### config.mk
export PLATFORM = sky130hd
export DESIGN_NAME = time_of_day_alarm
export DESIGN_NICKNAME = d
export VERILOG_FILES = /design/src/rtl/time_of_day_alarm.sv
export SDC_FILE = /design/constraint.sdc
export NUM_CORES = 1
export LEC_CHECK = 0
export CELL_PAD_IN_SITES_DETAIL_PLACEMENT = 1
export CELL_PAD_IN_SITES_GLOBAL_PLACEMENT = 1
export CORE_ASPECT_RATIO = 0.6
export CORE_MARGIN = 2
export CORE_UTILIZATION = 35
export CTS_CLUSTER_DIAMETER = 100
export DETAILED_ROUTE_END_ITERATION = 12
export PLACE_DENSITY = 0.87
export SYNTH_ARGS = -nofsm -noshare
export SYNTH_HDL_FRONTEND = slang
export SYNTH_SLANG_ARGS = --single-unit
### constraint.sdc
create_clock -name clk -period 2.25 [get_ports clk]
set_input_delay 0.45 -clock clk [delete_from_list [all_inputs] [get_ports clk]]
set_output_delay 0.45 -clock clk [all_outputs]
set_load 0.005 [all_outputs]
### src/rtl/time_of_day_alarm.sv
// Time-of-day counter with alarm compare and ring/snooze control.
// Advances HH:MM:SS on each rising edge of the 1 Hz input.
module time_of_day_alarm #(
  parameter int RING_SECONDS   = 60,
  parameter int SNOOZE_SECONDS = 300
) (
  input  logic       clk,
  input  logic       reset,
  input  logic       one_sec_clock,
  input  logic       time_set,
  input  logic       alarm_set,
  input  logic [4:0] set_hour,
  input  logic [5:0] set_min,
  input  logic       alarm_enable,
  input  logic       snooze,
  input  logic       alarm_off,
  output logic [4:0] hour,
  output logic [5:0] minute,
  output logic [5:0] second,
  output logic [4:0] alarm_hour,
  output logic [5:0] alarm_min,
  output logic       sec_tick,
  output logic       alarm_ring
);

  localparam int RW = (RING_SECONDS > 1) ? $clog2(RING_SECONDS) : 1;
  localparam int SW = (SNOOZE_SECONDS > 1) ? $clog2(SNOOZE_SECONDS) : 1;
  localparam logic [RW-1:0] RING_LAST = RW'(RING_SECONDS - 1);
  localparam logic [SW-1:0] SNZ_LAST  = SW'(SNOOZE_SECONDS - 1);

  typedef enum logic [1:0] {
    IDLE,
    RINGING,
    SNOOZING
  } state_t;

  logic          prev_q;
  logic [4:0]    hour_q, hour_d;
  logic [5:0]    min_q, min_d;
  logic [5:0]    sec_q, sec_d;
  logic [4:0]    ahour_q, ahour_d;
  logic [5:0]    amin_q, amin_d;
  logic          tick_q, tick_d;
  logic          ring_q, ring_d;
  state_t        state_q, state_d;
  logic [RW-1:0] ring_cnt_q, ring_cnt_d;
  logic [SW-1:0] snz_cnt_q, snz_cnt_d;

  logic       tick;
  logic       set_ok;
  logic       match;
  logic [4:0] nxt_hour;
  logic [5:0] nxt_min;
  logic [5:0] nxt_sec;

  // Tick detect, next-time arithmetic, time and alarm registers
  always_comb begin
    tick   = one_sec_clock & ~prev_q;
    set_ok = (set_hour <= 5'd23) && (set_min <= 6'd59);

    nxt_sec  = sec_q;
    nxt_min  = min_q;
    nxt_hour = hour_q;
    if (sec_q == 6'd59) begin
      nxt_sec = 6'd0;
      if (min_q == 6'd59) begin
        nxt_min  = 6'd0;
        nxt_hour = (hour_q == 5'd23) ? 5'd0 : hour_q + 5'd1;
      end else begin
        nxt_min = min_q + 6'd1;
      end
    end else begin
      nxt_sec = sec_q + 6'd1;
    end

    hour_d = hour_q;
    min_d  = min_q;
    sec_d  = sec_q;
    if (time_set) begin
      if (set_ok) begin
        hour_d = set_hour;
        min_d  = set_min;
        sec_d  = 6'd0;
      end
    end else if (tick) begin
      hour_d = nxt_hour;
      min_d  = nxt_min;
      sec_d  = nxt_sec;
    end

    ahour_d = ahour_q;
    amin_d  = amin_q;
    if (alarm_set && set_ok) begin
      ahour_d = set_hour;
      amin_d  = set_min;
    end

    match = tick && !time_set
         && (nxt_hour == ahour_q)
         && (nxt_min == amin_q)
         && (nxt_sec == 6'd0);
    tick_d = tick;
  end

  // Ring/snooze state machine: next state and counters
  always_comb begin
    state_d    = state_q;
    ring_cnt_d = ring_cnt_q;
    snz_cnt_d  = snz_cnt_q;
    unique case (state_q)
      IDLE: begin
        if (alarm_enable && !alarm_off && !snooze && match) begin
          state_d    = RINGING;
          ring_cnt_d = '0;
        end
      end
      RINGING: begin
        if (!alarm_enable || alarm_off) begin
          state_d = IDLE;
        end else if (snooze) begin
          state_d   = SNOOZING;
          snz_cnt_d = '0;
        end else if (tick) begin
          if (ring_cnt_q == RING_LAST) begin
            state_d = IDLE;
          end else begin
            ring_cnt_d = ring_cnt_q + 1'b1;
          end
        end
      end
      SNOOZING: begin
        if (!alarm_enable || alarm_off) begin
          state_d = IDLE;
        end else if (tick) begin
          if (snz_cnt_q == SNZ_LAST) begin
            state_d    = RINGING;
            ring_cnt_d = '0;
          end else begin
            snz_cnt_d = snz_cnt_q + 1'b1;
          end
        end
      end
      default: state_d = IDLE;
    endcase
    ring_d = (state_d == RINGING);
  end

  // State registers with synchronous reset
  always_ff @(posedge clk) begin
    if (reset) begin
      prev_q     <= one_sec_clock;
      hour_q     <= '0;
      min_q      <= '0;
      sec_q      <= '0;
      ahour_q    <= '0;
      amin_q     <= '0;
      tick_q     <= 1'b0;
      ring_q     <= 1'b0;
      state_q    <= IDLE;
      ring_cnt_q <= '0;
      snz_cnt_q  <= '0;
    end else begin
      prev_q     <= one_sec_clock;
      hour_q     <= hour_d;
      min_q      <= min_d;
      sec_q      <= sec_d;
      ahour_q    <= ahour_d;
      amin_q     <= amin_d;
      tick_q     <= tick_d;
      ring_q     <= ring_d;
      state_q    <= state_d;
      ring_cnt_q <= ring_cnt_d;
      snz_cnt_q  <= snz_cnt_d;
    end
  end

  assign hour       = hour_q;
  assign minute     = min_q;
  assign second     = sec_q;
  assign alarm_hour = ahour_q;
  assign alarm_min  = amin_q;
  assign sec_tick   = tick_q;
  assign alarm_ring = ring_q;

endmodule

* Word level (Yosys, flattened, before mapping)
Cells that the tools add are included.
Widths: inputs -> output; s select.
** Word-level totals
- Register bits after elaboration :: 48
- Bits in latches :: 0
- RAM bits :: 0
- ROM bits :: 0
- Output and inout bits :: 30
- Word-level logic and storage cells :: 102
- Memories kept :: 0
** Operators by class
- $add $sub $neg :: 5
- Multiply operators :: 0
- Divide/modulo/power cells :: 0
- Order comparisons :: 2
- Equality and inequality tests :: 21
- Shifts and indexed selects :: 0
- Muxes and demuxes :: 39
- Bitwise logic cells :: 2
- Reductions and logical operators :: 22
** Operator list (count)
- $mux 6 :: 17
- $mux 9 :: 5
- $mux 5 :: 6
- $ne 2x2->1 const B :: 10
- $add 6x1->6 const B :: 3
- $eq 6x6->1 const B :: 3
- $pmux 6 s3 :: 1
- $pmux 9 s2 :: 1
- $mux 2 :: 8
- $add 9x1->9 const B :: 1
- $eq 9x9->1 const B :: 1
- $logic_and 1x1->1 :: 9
- $reduce_and 9->1 :: 1
- $eq 6x6->1 :: 1
- $le 6x6->1 const B :: 1
- $logic_not 6->1 :: 1
- $pmux 2 s3 :: 1
- $reduce_and 6->1 :: 1
- $add 5x1->5 const B :: 1
- $eq 5x5->1 :: 1
- $eq 5x5->1 const B :: 1
- $le 5x5->1 const B :: 1
- $eq 2x1->1 const B :: 2
- $logic_not 1->1 :: 4
- 9 further kinds :: 10

* Depth between registers and ports, before layout
Gate-level depths: netlist (run 1).
- Word-level depth :: 12
- Mapped depth :: 11
- Gate-level depth less buffers :: 10

* Least setup slack after synthesis (run 1)
Ideal clock, no wire load.
- Kind :: reg2reg
- Start point :: register sec_q[0] (netlist: second[0])
- End point :: register ring_cnt_q[1]
- Data arrival time :: 2.443 ns
- Data required time :: 2.180 ns
- Setup slack :: -0.263 ns
- Stages on the path, launching flop included :: 11
- Period minus slack after synthesis :: 2.513 ns
- Cells stage by stage :: dfxtp_1 ha_1 nand2b_1 or4_1 mux2i_1 xor2_1 nor3_1 nand4_1 o21a_2 nand4bb_1 a21oi_1
** Between the ends
- Word-level cells in the longest chain between the ends :: 9
** RTL lines
- start: declaration :: line 40 : logic [5:0] sec_q, sec_d;
- start signal: assignment :: line 154 : sec_q <= '0;
- start signal: assignment :: line 166 : sec_q <= sec_d;
- parallel branches: the longest is 5 deep, another holds $add 6x1->6
- $logic_and 1x1->1 * :: line 101 : && (nxt_sec == 6'd0);
- $logic_and 1x1->1 * :: line 112 : if (alarm_enable && !alarm_off && !snooze && match) begin
- $ne 2x2->1 (no source line) *
- $reduce_and 9->1 (no source line) *
- end signal: assignment :: line 172 : ring_cnt_q <= ring_cnt_d;
- end: declaration :: line 46 : logic [RW-1:0] ring_cnt_q, ring_cnt_d;
Every way passes the cells marked *.
A chain may end at the register's enable or synchronous reset.

* Worst setup path in the final report (run 1)
- Start point :: input alarm_enable
- End point :: register ring_cnt_q[1]
** Between the ends
- Word-level cells in the longest chain between the ends :: 5
** RTL lines
- start: declaration :: line 14 : input logic alarm_enable,
- $logic_and 1x1->1 (3 in a row) :: line 112
- $ne 2x2->1 (no source line)
- $reduce_and 9->1 (no source line) *
Every way passes the cells marked *; elsewhere a longest branch is shown, timed or not.

==> impl_metrics.toml, run 1 <==
[global_routing]
first_global_vias = 3935
grt_first_pass_wirelength_microns = 21900
grt_max_degree = 24
grt_use_total_pct = 31.8
antenna_found_initial = 0
grt.overflow.total = 0

[detailed_routing]
ant_nets = 0
routed_wl_microns = 15000
dr.pass1.iters = 6
first_iter_violations = 367
routedWlPerCell_microns = 24.2
drc = 0
avgViaCountPerCell = 6.25
vias = 3870

[run_status]
status = "complete, but fails checks"
violations = "setup timing"

[power]
leakage_uw = 0.00183
peakVddDrop_mv = 0.511
p_per_area_nw_per_um2 = 490

[sta]
report.final.slew_viol_count = 0
max_slew_margin_pct = 70.9
worst_pin_slew_ps = 434
clock_skew_ps = 5.58
finalHoldViolations = 0
rsz0062_at_grt = "yes"
setup_tns_ps = -3180
layout_worst_path_cycle_share_pct = 121
fmax_mhz = 368
setup_viol = 8
setup_ws_ps = -466
fin_crit_ps = 2720

[floorplanning]
rows = 25
die_area_sq_um = 9230
die_h_microns = 75.2
pin_count = 49
core-area_sq_um = 8040
die_w_microns = 123
start_util_pct = 36.8

[synthesis]
syn_nets = 407
synth-main-ff-cell = "dfxtp_1"
yosysUniqueCellTypes = 58
synth_cells = 382
async_reset_ff_share_pct = 0
yosysSeqAreaShare_pct = 32.5
synth-seq-cells = 48
syn_avg_cell_area_sq_um = 7.74
synth_enable_flop_cells = 0
syn_area_sq_um = 2960
ys_warn_count = 0

[worst_setup_path]
slowest_stage = "clkdlybuf4s50_1"
critical_path.startpoint = "alarm_enable"
setup.worst_path.start_class = "input port"
cp.required_ps = 2500
path_cells = "clkdlybuf4s50_1, nor2b_1, and4_1, o2111ai_1, nor4_1, o211a_1, nand4_1, o21a_4, nand4bb_1, a21oi_2"
max_stage_delay_ps = 480
worstReg2RegStart = "minute[2]$_SDFFE_PP0P_"
critPathMaxFanout = 7
arrival_ps = 2960
end_kind = "flip-flop"
path_class = "in -> reg"

[clocking]
clkTransAtPathRegs_ps = 80
numCtsBuffers = 5
clock_sinks = 48
root_buffer = "clkbuf_16"
cts_tree = "yes"
cts_buffer_depth = 2
clk_latency_ps = 310
cts_max_level = 2

[min_path]
min_from = "snz_cnt_q[7]$_SDFFE_PP0P_"
holdCritPathClass = "reg -> reg"

[place]
routabilityCongestion = 0.952
io_buffers = 48
preCtsSetupSlack_ps = -510
dp.cells = 606
hpwl_microns = 9520

[layout]
final_cell_mix = "buf_4, nor2_1, clkdlybuf4s50_1, dfxtp_1, nand2_1"
n_antenna_cell = 0
fin_cells = 619
layout_commonest_cell = "buf_4"
layout-drive-gt1-share_pct = 30.3
area_delta_synth_final_pct = 56.0
nNetsFinal = 535

[run]
maxCapViolations = 0
-- area by class of cell --
class / instances / area [sq um]
inverter: 9 / 33.8
multi-input combinational: 305 / 2100
sequential: 48 / 977
fill: 952 / 3420
clock inverter: 3 / 46.3
tap: 108 / 135
clock buffer: 5 / 125
timing repair buffer: 141 / 1190
-- layer usage --
metal | global-route usage [%] | share of wire (%) | up-vias
li1 | - | - | 1643
met4 | 11.4 | 4.9 | 0
met3 | 7.73 | 8.7 | 78
met2 | 53.3 | 45 | 276
met5 | 0 | 0 | -
met1 | 40.3 | 42 | 1873
-- power breakdown --
part	switching, uW	internal [uW]	total [uW]
clock network	393	530	923
logic	215	211	426
registers	37.9	875	913
-- path summary, 6_finish.rpt --
| check | to | slack (ps) | cells past startpoint |
|---|---|---|---|
| max reg2reg | ring_cnt_q[1]$_SDFFE_PP0P_ | -460 | 10 |
| min reg2reg | snz_cnt_q[7]$_SDFFE_PP0P_ | 540 | 2 |
| min | snz_cnt_q[7]$_SDFFE_PP0P_ | 540 | 2 |
| max | ring_cnt_q[1]$_SDFFE_PP0P_ | -470 | 10 |
-- cell families (layout without fill, tap and decap cells) --
logic type      after synthesis  in the layout  synth area share [%]
simple gates                178            178                  31.7
compound gates               94             94                  20.4
flops                        48             48                  32.5
buf+inv                      29            158                  4.10
mux                          17             17                  5.80
xor+xnor                     10             10                  2.96
fa+ha+maj                     6              6                  2.54
-- cells in the mapped netlist, types with 6 or more instances --
cell type  instances  area share, %
nor2_1            60            7.6
dfxtp_1           48             32
a21oi_1           34            5.8
nand2_1           30            3.8
mux2i_1           16            5.4
o21ai_0           16            2.7
nand3_1           15            2.5
nor3_1            15            2.5
clkbuf_1          13            1.6
nand2b_1          11            2.3
a31oi_1            9            1.9
inv_1              9            1.1
nor2b_1            8            1.7
and3_1             6            1.3
ha_1               6            2.5
xor2_1             6            1.8
-- through the flow --
stage          hold WS, ps  power, uW  area, sq um  util, %
6_report               539       2260         4610     57.4
5_1_grt                565       2320         4610     57.4
4_1_cts                525       2230         4530     56.3
3_5_place_dp           498       1310         4220     52.5
3_3_place_gp           478       1290         4220     52.5
2_1_floorplan          465       1080         3020        -
-- worst max-delay path: cells and delay by family --
family	cells	cell delay (ps)
buffers and inverters	1	480
AO/OA/AOI/OAI	4	830
AND/OR/NAND/NOR	5	1200
-- sequential cells by signal (all words and copies together), names as in the netlist, 2 cells and up --
signal and cells:
second 6, alarm_hour 5, alarm_min 6, hour 5, snz_cnt_q 9, state_q 2, minute 6, ring_cnt_q 6
-- repair_timing --
| item | CTS | global route |
|---|---|---|
| setup buffers | 5 | 1 |
| endpoints found under the setup margin | 15 | 12 |
| pin swaps | 9 | 4 |
| gates cloned | 0 | 0 |
| gates resized for setup | 24 | 20 |
| hold buffers | 0 | 0 |
(Power assumes the default switching activity.)
==> run 2: changes to the inputs <==
Settings changed: CAP_MARGIN set to 30, CORE_MARGIN 2 to unset.
==> run 2 against run 1 <==
Effect of this change:
- the flow still finishes with violations (setup timing)
- register-to-register slack got worse by 90 ps
- first-iteration DRC count up 17%
- global-route usage shrank 0.62 points
- total power decreased by 2.3%
- final cell count did not move
- critical endpoint is now alarm_ring$_SDFF_PP0_
- largest power group is now sequential cells
- highest routed layer unchanged
==> impl_metrics.toml, run 2 (same netlist as run 1, synthesis figures left out) <==
[run_status]
status = "complete, but fails checks"
violations = "setup timing"

[place]
hpwl_microns = 9550
preCtsSetupSlack_ps = -456
routabilityCongestion = 0.937
io_buffers = 48

[worst_setup_path]
arrival_ps = 2970
critPathMaxFanout = 5
path_class = "reg -> reg"
max_stage_delay_ps = 430
cp.required_ps = 2420
end_kind = "flip-flop"
setup.worst_path.start_class = "flip-flop"
path_cells = "and3_1, nand4_4, buf_4, or3_1, a21oi_1, a221oi_2, nand4_1, buf_4, a21oi_2, nor2_1, nor2_1"
slowest_stage = "dfxtp_1"

[layout]
final_cell_mix = "buf_4, nor2_1, clkdlybuf4s50_1, dfxtp_1, a21oi_1"
fillers = 985
post-route-util_pct = 56.6
layout_commonest_cell = "buf_4"
nNetsFinal = 535
area.sequential_sq_um = 982
layout-drive-gt1-share_pct = 29.9
top_register = "snz_cnt_q"
largest_reg_flops = 9
n_antenna_cell = 0
area_delta_synth_final_pct = 53.8
multi_input_area_sq_um = 2040

[sta]
layout_worst_path_cycle_share_pct = 124
worst_pin_slew_ps = 863
setup_tns_ps = -3600
timing.hold.ws_ps = 516
fin_crit_ps = 2800
clock_skew_ps = 9.09
report.final.slew_viol_count = 0
setup_viol = 10
finalHoldViolations = 0
rsz0062_at_grt = "yes"
max_slew_margin_pct = 41.0
setup_ws_ps = -550
fmax_mhz = 357

[detailed_routing]
avgViaCountPerCell = 6.28
first_iter_violations = 431
dr.pass1.iters = 5
routed_wl_microns = 15400
routedWlPerCell_microns = 24.8
ant_nets = 0
vias = 3887
drc = 0

[floorplanning]
core-area_sq_um = 8040
die_h_microns = 73.2
start_util_pct = 36.8
rows = 25
die_area_sq_um = 8830
pin_count = 49
die_w_microns = 121

[clocking]
numCtsBuffers = 5
clkTransAtPathRegs_ps = 70
cts_max_level = 2
clk_latency_ps = 310
cts_buffer_depth = 2
cts_tree = "yes"
root_buffer = "clkbuf_16"
clock_sinks = 48

[min_path]
holdCritPathClass = "reg -> reg"

[power]
p_per_area_nw_per_um2 = 486
peakVddDrop_mv = 0.404
leakage_uw = 0.00183

[global_routing]
grt_first_pass_wirelength_microns = 20500
busiest_layer = "met2"
grt_use_met1_pct = 38.7
first_global_vias = 3780
antenna_found_initial = 0
grt.overflow.total = 0
grt_use_total_pct = 31.1
met2_usage_pct = 50.0
grt_max_degree = 41
grt_util_met3_pct = 8.36

[run]
maxCapViolations = 0
==> run 2: changes by cell type in the layout (fill, tap and decap cells not counted), sizes merged <==
| cell | delta |
|---|---|
| clkbuf | +1 |
| clkinvlp | -1 |
| bufinv | -1 |
| clkinv | +1 |
==> run 2: metrics by stage <==
stage / total power (uW) / instances / cell area (sq um)
6_report: 2210 / 619 / 4550
3_3_place_gp: 1290 / 606 / 4220
5_1_grt: 2260 / 619 / 4550
2_1_floorplan: 1080 / 382 / 3020
3_5_place_dp: 1310 / 606 / 4220
4_1_cts: 2160 / 616 / 4450
==> run 2: power breakdown <==
group,switching (uW),internal [uW]
Sequential,37.8,875
Clock,387,480
Combinational,224,206
Total,649,1560
==> run 2: path summary, 6_finish.rpt <==
check | slack, ps | end | cells past startpoint | from
max | -550 | alarm_ring$_SDFF_PP0_ | 11 | minute[5]$_SDFFE_PP0P_
min | 520 | ring_cnt_q[4]$_SDFFE_PP0P_ | 2 | ring_cnt_q[4]$_SDFFE_PP0P_
max reg2reg | -550 | alarm_ring$_SDFF_PP0_ | 11 | minute[5]$_SDFFE_PP0P_
min reg2reg | 520 | ring_cnt_q[4]$_SDFFE_PP0P_ | 2 | ring_cnt_q[4]$_SDFFE_PP0P_
==> run 2: cell type report <==
class                           count  area share [%]
Multi-Input combinational cell    305            44.9
Timing Repair Buffer              141            26.3
Sequential cell                    48            21.6
Clock buffer                        6            3.30
Tap cell                          108            2.97
Inverter                            9           0.743
Clock inverter                      2           0.248
==> run 2: routing by layer <==
metal | vias up | routed length [microns]
met4 | 0 | 837
met2 | 285 | 6520
li1 | 1640 | -
met3 | 93 | 1590
met1 | 1869 | 6410
met5 | - | 0
==> run 2: timing repair <==
action	CTS	global route
hold buffers	0	0
endpoints found under the hold margin	0	0
resized for setup	15	22
setup endpoints to repair	13	14
pin swaps	11	10
cloned	0	0
buffers inserted	2	3
==> run 2: worst max-delay path, delay by kind of cell (launching register included) <==
family	cells	cell delay, ps
and+or+nand+nor	6	1550
buffers and inverters	2	330
AOI/OAI and AO/OA	3	350
DFF	1	430
